## config.mk

```make
export PLATFORM = sky130hd
export DESIGN_NAME = data_in_ctrl
export DESIGN_NICKNAME = d
export VERILOG_FILES = /design/src/rtl/data_in_ctrl.sv
export SDC_FILE = /design/constraint.sdc
export NUM_CORES = 1
export LEC_CHECK = 0
export ABC_AREA = 1
export CORE_MARGIN = 2
export CORE_UTILIZATION = 45
export CTS_BUF_LIST = sky130_fd_sc_hd__clkbuf_8
export CTS_CLUSTER_SIZE = 40
export DETAILED_ROUTE_END_ITERATION = 10
export GPL_TIMING_DRIVEN = 0
export PLACE_DENSITY_LB_ADDON = 0.15
export SLEW_MARGIN = 20
export SYNTH_ARGS = -nofsm -noshare
export SYNTH_HDL_FRONTEND = slang
export SYNTH_SLANG_ARGS = --single-unit
```

## constraint.sdc

```tcl
create_clock -name clk -period 5.7 [get_ports clk]
set_input_delay 0.57 -clock clk [delete_from_list [all_inputs] [get_ports clk]]
set_output_delay 0.57 -clock clk [all_outputs]
set_load 0.02 [all_outputs]
```

## src/rtl/data_in_ctrl.sv

```systemverilog
`default_nettype none
// ============================================================================
// Module   : data_in_ctrl
// Purpose  : Fetch sequencer for a 3x3, stride-1, pad-1 convolution. It walks
//            every output pixel's nine taps, issues input-SRAM reads for taps
//            that land inside the image, and tells data_in, one cycle later,
//            whether the tap is a real pixel or which kind of zero pad it is.
// Ports    :
//   clk           clock
//   rst           asynchronous reset, active-low
//   start         one-cycle pulse that begins a layer (accepted in IDLE only)
//   img_w/img_h   image width/height in pixels, sampled on start
//   base_addr     word address of pixel (0,0), sampled on start
//   stall         back-pressure; while high in RUN no tap is issued
//   Min_CS/Min_A  input-memory read enable / address (issue stage)
//   padding_type  11 real, 00 row pad, 01 col pad, 10 corner pad (stage 1)
//   tap_valid     padding_type carries a tap this cycle (stage 1)
//   win_last      with tap_valid: ninth tap (ky=2,kx=2) of a window
//   busy          high from start until done
//   done          one-cycle pulse at the end of a layer
// Revision : 1.0 - initial release
// ============================================================================
module data_in_ctrl #(
    parameter int ADDR_W = 16,
    parameter int DIM_W  = 8
) (
    input  logic              clk,
    input  logic              rst,
    input  logic              start,
    input  logic [DIM_W-1:0]  img_w,
    input  logic [DIM_W-1:0]  img_h,
    input  logic [ADDR_W-1:0] base_addr,
    input  logic              stall,
    output logic              Min_CS,
    output logic [ADDR_W-1:0] Min_A,
    output logic [1:0]        padding_type,
    output logic              tap_valid,
    output logic              win_last,
    output logic              busy,
    output logic              done
);

    typedef enum logic [1:0] {
        S_IDLE  = 2'd0,
        S_RUN   = 2'd1,
        S_DRAIN = 2'd2,
        S_DONE  = 2'd3
    } state_t;

    state_t state, state_nxt;

    logic [DIM_W-1:0]  width, height;
    logic [DIM_W-1:0]  oy, ox;
    logic [1:0]        ky, kx;
    // Address of column 0 of input row iy = oy+ky-1 (wraps when iy = -1).
    logic [ADDR_W-1:0] row_base;
    logic [ADDR_W-1:0] addr_hold;

    logic              issue;
    logic              row_miss, col_miss, in_range;
    logic              last_tap;
    logic [DIM_W-1:0]  w_last, h_last;
    logic [ADDR_W-1:0] tap_addr;
    logic [1:0]        pt_now;

    assign w_last   = width  - DIM_W'(1);
    assign h_last   = height - DIM_W'(1);
    assign issue    = (state == S_RUN) && !stall;

    // With stride 1 / pad 1 the tap can only leave the image on the outer
    // kernel row/column of an edge output pixel.
    assign row_miss = ((ky == 2'd0) && (oy == '0)) || ((ky == 2'd2) && (oy == h_last));
    assign col_miss = ((kx == 2'd0) && (ox == '0)) || ((kx == 2'd2) && (ox == w_last));
    assign in_range = !row_miss && !col_miss;

    assign tap_addr = row_base + ADDR_W'(ox) + ADDR_W'(kx) - ADDR_W'(1);
    assign last_tap = (ky == 2'd2) && (kx == 2'd2) && (ox == w_last) && (oy == h_last);

    assign Min_CS   = issue && in_range;
    assign Min_A    = Min_CS ? tap_addr : addr_hold;
    assign busy     = (state != S_IDLE);
    assign done     = (state == S_DONE);

    always_comb begin
        pt_now = 2'b11;
        if (row_miss && col_miss)
            pt_now = 2'b10;
        else if (row_miss)
            pt_now = 2'b00;
        else if (col_miss)
            pt_now = 2'b01;
    end

    always_comb begin
        state_nxt = state;
        case (state)
            S_IDLE: begin
                if (start)
                    state_nxt = ((img_w == '0) || (img_h == '0)) ? S_DONE : S_RUN;
            end
            S_RUN: begin
                if (issue && last_tap)
                    state_nxt = S_DRAIN;
            end
            S_DRAIN: state_nxt = S_DONE;
            S_DONE:  state_nxt = S_IDLE;
            default: state_nxt = S_IDLE;
        endcase
    end

    always_ff @(posedge clk or negedge rst) begin
        if (!rst)
            state <= S_IDLE;
        else
            state <= state_nxt;
    end

    // Tap counters and incremental row base.
    always_ff @(posedge clk or negedge rst) begin
        if (!rst) begin
            width     <= '0;
            height    <= '0;
            oy        <= '0;
            ox        <= '0;
            ky        <= '0;
            kx        <= '0;
            row_base  <= '0;
            addr_hold <= '0;
        end else if ((state == S_IDLE) && start) begin
            width    <= img_w;
            height   <= img_h;
            oy       <= '0;
            ox       <= '0;
            ky       <= '0;
            kx       <= '0;
            row_base <= base_addr - ADDR_W'(img_w);
        end else if (issue) begin
            if (Min_CS)
                addr_hold <= tap_addr;
            if (kx != 2'd2) begin
                kx <= kx + 2'd1;
            end else begin
                kx <= 2'd0;
                if (ky != 2'd2) begin
                    ky       <= ky + 2'd1;
                    row_base <= row_base + ADDR_W'(width);
                end else begin
                    ky <= 2'd0;
                    if (ox != w_last) begin
                        // Same output row: step back from iy=oy+1 to iy=oy-1.
                        ox       <= ox + DIM_W'(1);
                        row_base <= row_base - ADDR_W'({width, 1'b0});
                    end else if (oy != h_last) begin
                        // Next output row: iy=oy+1 becomes the new iy=(oy+1)-1.
                        ox       <= '0;
                        oy       <= oy + DIM_W'(1);
                        row_base <= row_base - ADDR_W'(width);
                    end
                end
            end
        end
    end

    // Stage 1: aligned with the SRAM read data of the issued tap.
    always_ff @(posedge clk or negedge rst) begin
        if (!rst) begin
            tap_valid    <= 1'b0;
            padding_type <= 2'b00;
            win_last     <= 1'b0;
        end else begin
            tap_valid    <= issue;
            padding_type <= issue ? pt_now : 2'b00;
            win_last     <= issue && (ky == 2'd2) && (kx == 2'd2);
        end
    end

endmodule
`default_nettype wire

```

Yosys cells after proc, flatten, opt, wreduce, memory -nomap -nowiden
Index checks and enable logic that the tools add are counted.
- word-level logic and storage cells: 115
- flip-flop bits (word level): 74
- output and inout bits: 23
- input port bits: 36
- reduce and logical (&&, ||, !) cells: 39
- $add $sub $neg: 13
- mux-type cells: 34
- equal/unequal tests: 16
- bitwise logic cells: 1
- operators with widths (cell ; number):
    $mux 16 ; 7
    $mux 8 ; 12
    $add 16x8->16 ; 2
    $logic_not 8->1 ; 4
    $sub 16x8->16 ; 2
    $mux 2 ; 14
    $add 16x2->16 ; 1
    $add 8x1->8 const B ; 2
    $eq 8x8->1 ; 2
    $ne 8x8->1 ; 2
    $sub 16x1->16 const B ; 1
    $sub 16x9->16 ; 1
    $sub 8x1->8 const B ; 2
    $logic_and 1x1->1 ; 15
    $ne 2x2->1 const B ; 6
    $eq 2x2->1 const B ; 4
    $pmux 2 s4 ; 1
    $logic_not 2->1 ; 3
    $reduce_and 2->1 ; 3
    $reduce_bool 2->1 ; 3
    $reduce_and 5->1 ; 1
    $add 2x1->2 const B ; 2
    $reduce_and 4->1 ; 1
    $reduce_bool 4->1 ; 1
    other kinds (7) ; 11

Longest topological paths before layout
- word-level depth: 8
- mapped depth: 22
- gate-level depth less buffers: 20

Worst setup path after synthesis
Ideal clock, no wire load.
- path kind: register to output
- start: register width[1]
- end: output port Min_A[0]
- cell stages (with the launch flop): 20
- setup slack: 2129 ps
- data required time: 5130 ps
- path buffers: 2
- arrival time: 3001 ps
- cell sequence: dfrtp_1 inv_1 ha_1 inv_1 nand2_1 nand2_1 nand2_1 nand2_1 inv_1 nand3_1 nor2_2 nand2_4 buf_6 o32ai_1 inv_1 ha_1 nand2_1 inv_1 clkbuf_1 o21ai_0
- word-level cells in the longest chain between the ends: 8
- ends and longest elaborated chain (element ; RTL line ; RTL):
    from (decl) ; 52 ; logic [DIM_W-1:0] width, height;
    from (signal assigned) ; 130 ; width <= img_w;
    $sub 8x1->8 ; 66 ; assign w_last = width - DIM_W'(1);
    $eq 8x8->1 ; 73 ; assign col_miss = ((kx == 2'd0) && (ox == '0)) || ((kx == 2'd2) && (ox == w_last));
    $logic_and 1x1->1 ; 73 ;
    $logic_or 1x1->1 ; 73 ;
    $logic_not 1->1 ; 74 ; assign in_range = !row_miss && !col_miss;
    $logic_and 1x1->1 ; 74 ;
    $logic_and 1x1->1 ; 79 ; assign Min_CS = issue && in_range;
    named net Min_CS ; 34 ; output logic Min_CS,
    $mux 16 ; - ;
    to (decl) ; 35 ; output logic [ADDR_W-1:0] Min_A,
The timed path passes the listed nets, and every way through them passes these cells.

Worst setup path after layout
- start: register width[1]
- end: output port Min_A[0]
- word-level cells in the longest chain between the ends: 8
- ends and longest elaborated chain (element ; RTL line):
    $sub 8x1->8 ; 66
    $eq 8x8->1 ; 73
    $logic_and 1x1->1 ; 73
    $logic_or 1x1->1 ; 73
    $logic_not 1->1 ; 74
    $logic_and 1x1->1 ; 74
    $logic_and 1x1->1 ; 79
    $mux 16 ; -
Every way passes these cells.

==> metrics.txt <==
R2R depth 21; hpwl dp approximately 18000 um; Area Growth Syn to Fin 13.2%; P_leak ~0.0050 uW; grt ovf 0; ANT nets after route 0; number of CTS-inserted buffers 9; Achievable Freq 0.197 GHz; worst setup path class reg2out; clock-pin slew on the worst setup and hold paths 90 ps; Die Ht 140 um; Synthesized Nets approximately 1500; Worst path slowest cell clkdlybuf4s50_1; critical-path cell list inv_1 > ha_1 > inv_1 > nand2_1 > nand2_1 > nand2_1 > nand2_1 > inv_1 > nand3_1 > nor2_2 > nand2_4 > buf_6 > o32ai_1 > inv_1 > ha_1 > nand2_1 > inv_1 > clkbuf_1 > o21ai_0 > clkdlybuf4s50_1; commonest non-fill, non-tap cell in the layout nand2_1; final clock skew approximately 13 ps; Mapped Cells around 1300; maximum clock insertion buffer count 2; RSZ-0062 raised after global routing no; final hold viol count 0; CP Max Fanout 10; post-cts hold buffer count 0; layout cell share with drive strength beyond 1 under 10%; Final Power roughly 6100 uW; Clock Latency Late Sink 380 ps; crit-path leading delay family buffers and inverters; final net count ~1500; Top-Level Pins slightly below 60; class of the worst hold path in2async; CP bufs+invs 8; endpoints failing setup 0; FF-to-FF End addr_hold[0]$_DFFE_PN0P_; CTS tree yes; site row count approximately 50; Crit path required time 5130 ps; starting density of the core a little under half; Post-Place Cells about 1600; distinct cell type count after synthesis a little over 40; Final period util between 80 and 90%; critical path startpoint category flip-flop; Setup TNS 0 ps; root buf cell clkbuf_8; vias in the first global route around 7800; chip width 140 um; Seq cells post-synth 74; Layout Cells excl Fill 1623; gp weighted congestion 0.953; Tmin final between 5000 and 6000 ps; Syn. warnings 0; Total Wirelength around 23000 um; slowest stage delay, CP between 600 and 700 ps; via/cell ratio roughly 5.1; clk sinks 74; DRT iter0 DRCs between 500 and 600; Setup crit end kind primary output; Final Max Slew Viols 0; DRC viols 0; sequential fraction of the synthesis area 22.3%; status complete, no violations; via count 8313; # Max-Cap Violations 0; total core area 18000 sq um; number of buffers added on ports 58; worst slew pin tran about 710 ps; H-tree depth 3; initial antenna violation count 0; Inserted Diodes 0; pin count of the biggest net entering global routing 44; Die ar. between 15000 and 20000 sq um; first-pass GRT wire length between 30000 and 40000 um; pwr dens roughly 650 nW/um^2; post_cts resized 0; drt wl/cell 14.0 um; VDD IR-drop max 0.234 mV; Arrival @ worst endpoint 4520 ps; Setup Buffers After CTS 0; Worst slew margin about 53%; 1st-pass router iterations 6; Post-Syn Area 8310 sq um; r2r setup slk about 2000 ps; average size of a mapped cell ~6.3 sq um; commonest non-fill, non-tap cells in the layout nand2_1 (443), inv_1 (193), nor2_1 (117); Tot GR Track Use approximately a quarter; worst r2r src width[1]$_DFFE_PN0P_
-- registers in the layout, summed over array words and instances (netlist names), 8 cells and up --
signal,cells
addr_hold,16
row_base,16
height,8
ox,8
oy,8
width,8
-- power breakdown --
group	leakage, uW	internal (uW)	switching [uW]
clock	0.0000987	214	225
sequential	0.000922	732	300
combinational	0.00400	1730	2900
-- synthesized netlist by cell type, drive strengths merged --
library cell	n	area [sq um]
ha	93	1160
xor2	38	333
a31oi	3	18.8
o22ai	2	12.5
buf	12	78.8
nand2	447	1710
xnor2	16	140
inv	194	728
o32ai	1	8.76
nor4	5	31.3
dfrtp	74	1850
nor3	16	80.1
clkbuf	16	61.3
and2	1	6.26
o31ai	3	22.5
nand3b	4	30.0
fa	6	120
a21oi	62	322
o211ai	1	7.51
a21boi	4	30.0
or2	5	31.3
nand3	93	475
o21bai	7	52.6
a21o	3	22.5
clkinv	1	5.00
nand4	20	140
o21ai	68	344
nor2	124	488
-- logic make-up (layout without fill, tap and decap cells) --
logic type | after synthesis | after routing | synth area share (%)
AND/OR/NAND/NOR | 715 | 715 | 36.0
buffers and inverters | 223 | 298 | 10.5
AO/OA/AOI/OAI | 154 | 154 | 10.1
adder cells (fa/ha/maj) | 99 | 99 | 15.4
flip-flops | 74 | 74 | 22.3
XOR/XNOR | 54 | 54 | 5.69
-- worst max path at each step --
stage | end | depth (start not counted) | slack [ps] | startpoint
2_1_floorplan | Min_A[0] | 19 | 2130 | width[1]$_DFFE_PN0P_
3_3_place_gp | Min_A[0] | 20 | 1100 | width[1]$_DFFE_PN0P_
3_5_place_dp | Min_A[0] | 20 | 1080 | width[1]$_DFFE_PN0P_
4_1_cts | Min_A[0] | 20 | 570 | width[1]$_DFFE_PN0P_
5_1_grt | Min_A[1] | 20 | 260 | width[1]$_DFFE_PN0P_
6_report | Min_A[0] | 20 | 610 | width[1]$_DFFE_PN0P_
-- worst reg2reg max path: cells and delay by family, from the launching register on --
kind	cells	cell delay (ps)
simple gates	9	1090
buf+inv	7	1090
flops	1	450
fa+ha+maj	2	470
compound gates	3	560
-- per-layer routing --
metal	part of all wire (%)	global-route usage (%)	wire length, um
met1	48	33.2	10800
met2	45	38.3	10100
met3	4.9	3.01	1100
met4	2.8	8.58	627
met5	0	0	0
-- metrics by stage --
step / setup slack [ps] / cell area, sq um / utilization [%] / hold slack (ps)
finish: 612 / 9410 / 52.2 / 146
global route: 263 / 9410 / 52.2 / 169
CTS: 569 / 9410 / 52.2 / 146
detailed placement: 1080 / 9210 / 51.1 / 466
global placement: 1100 / 9180 / 50.9 / 462
floorplan: 2130 / 8310 / - / 274
-- area by class of cell --
| cell class | instances | area (sq um) |
|---|---|---|
| plain buffers | 28 | 140 |
| clock buffers | 10 | 138 |
| clock inverters | 6 | 63.8 |
| fillers | 1913 | 8620 |
| inverters | 195 | 733 |
| multi-input cells | 1022 | 5590 |
| flip-flops and latches | 74 | 1850 |
| well taps | 229 | 287 |
| repair buffers | 59 | 606 |
Power figures use the tool's default switching activity.
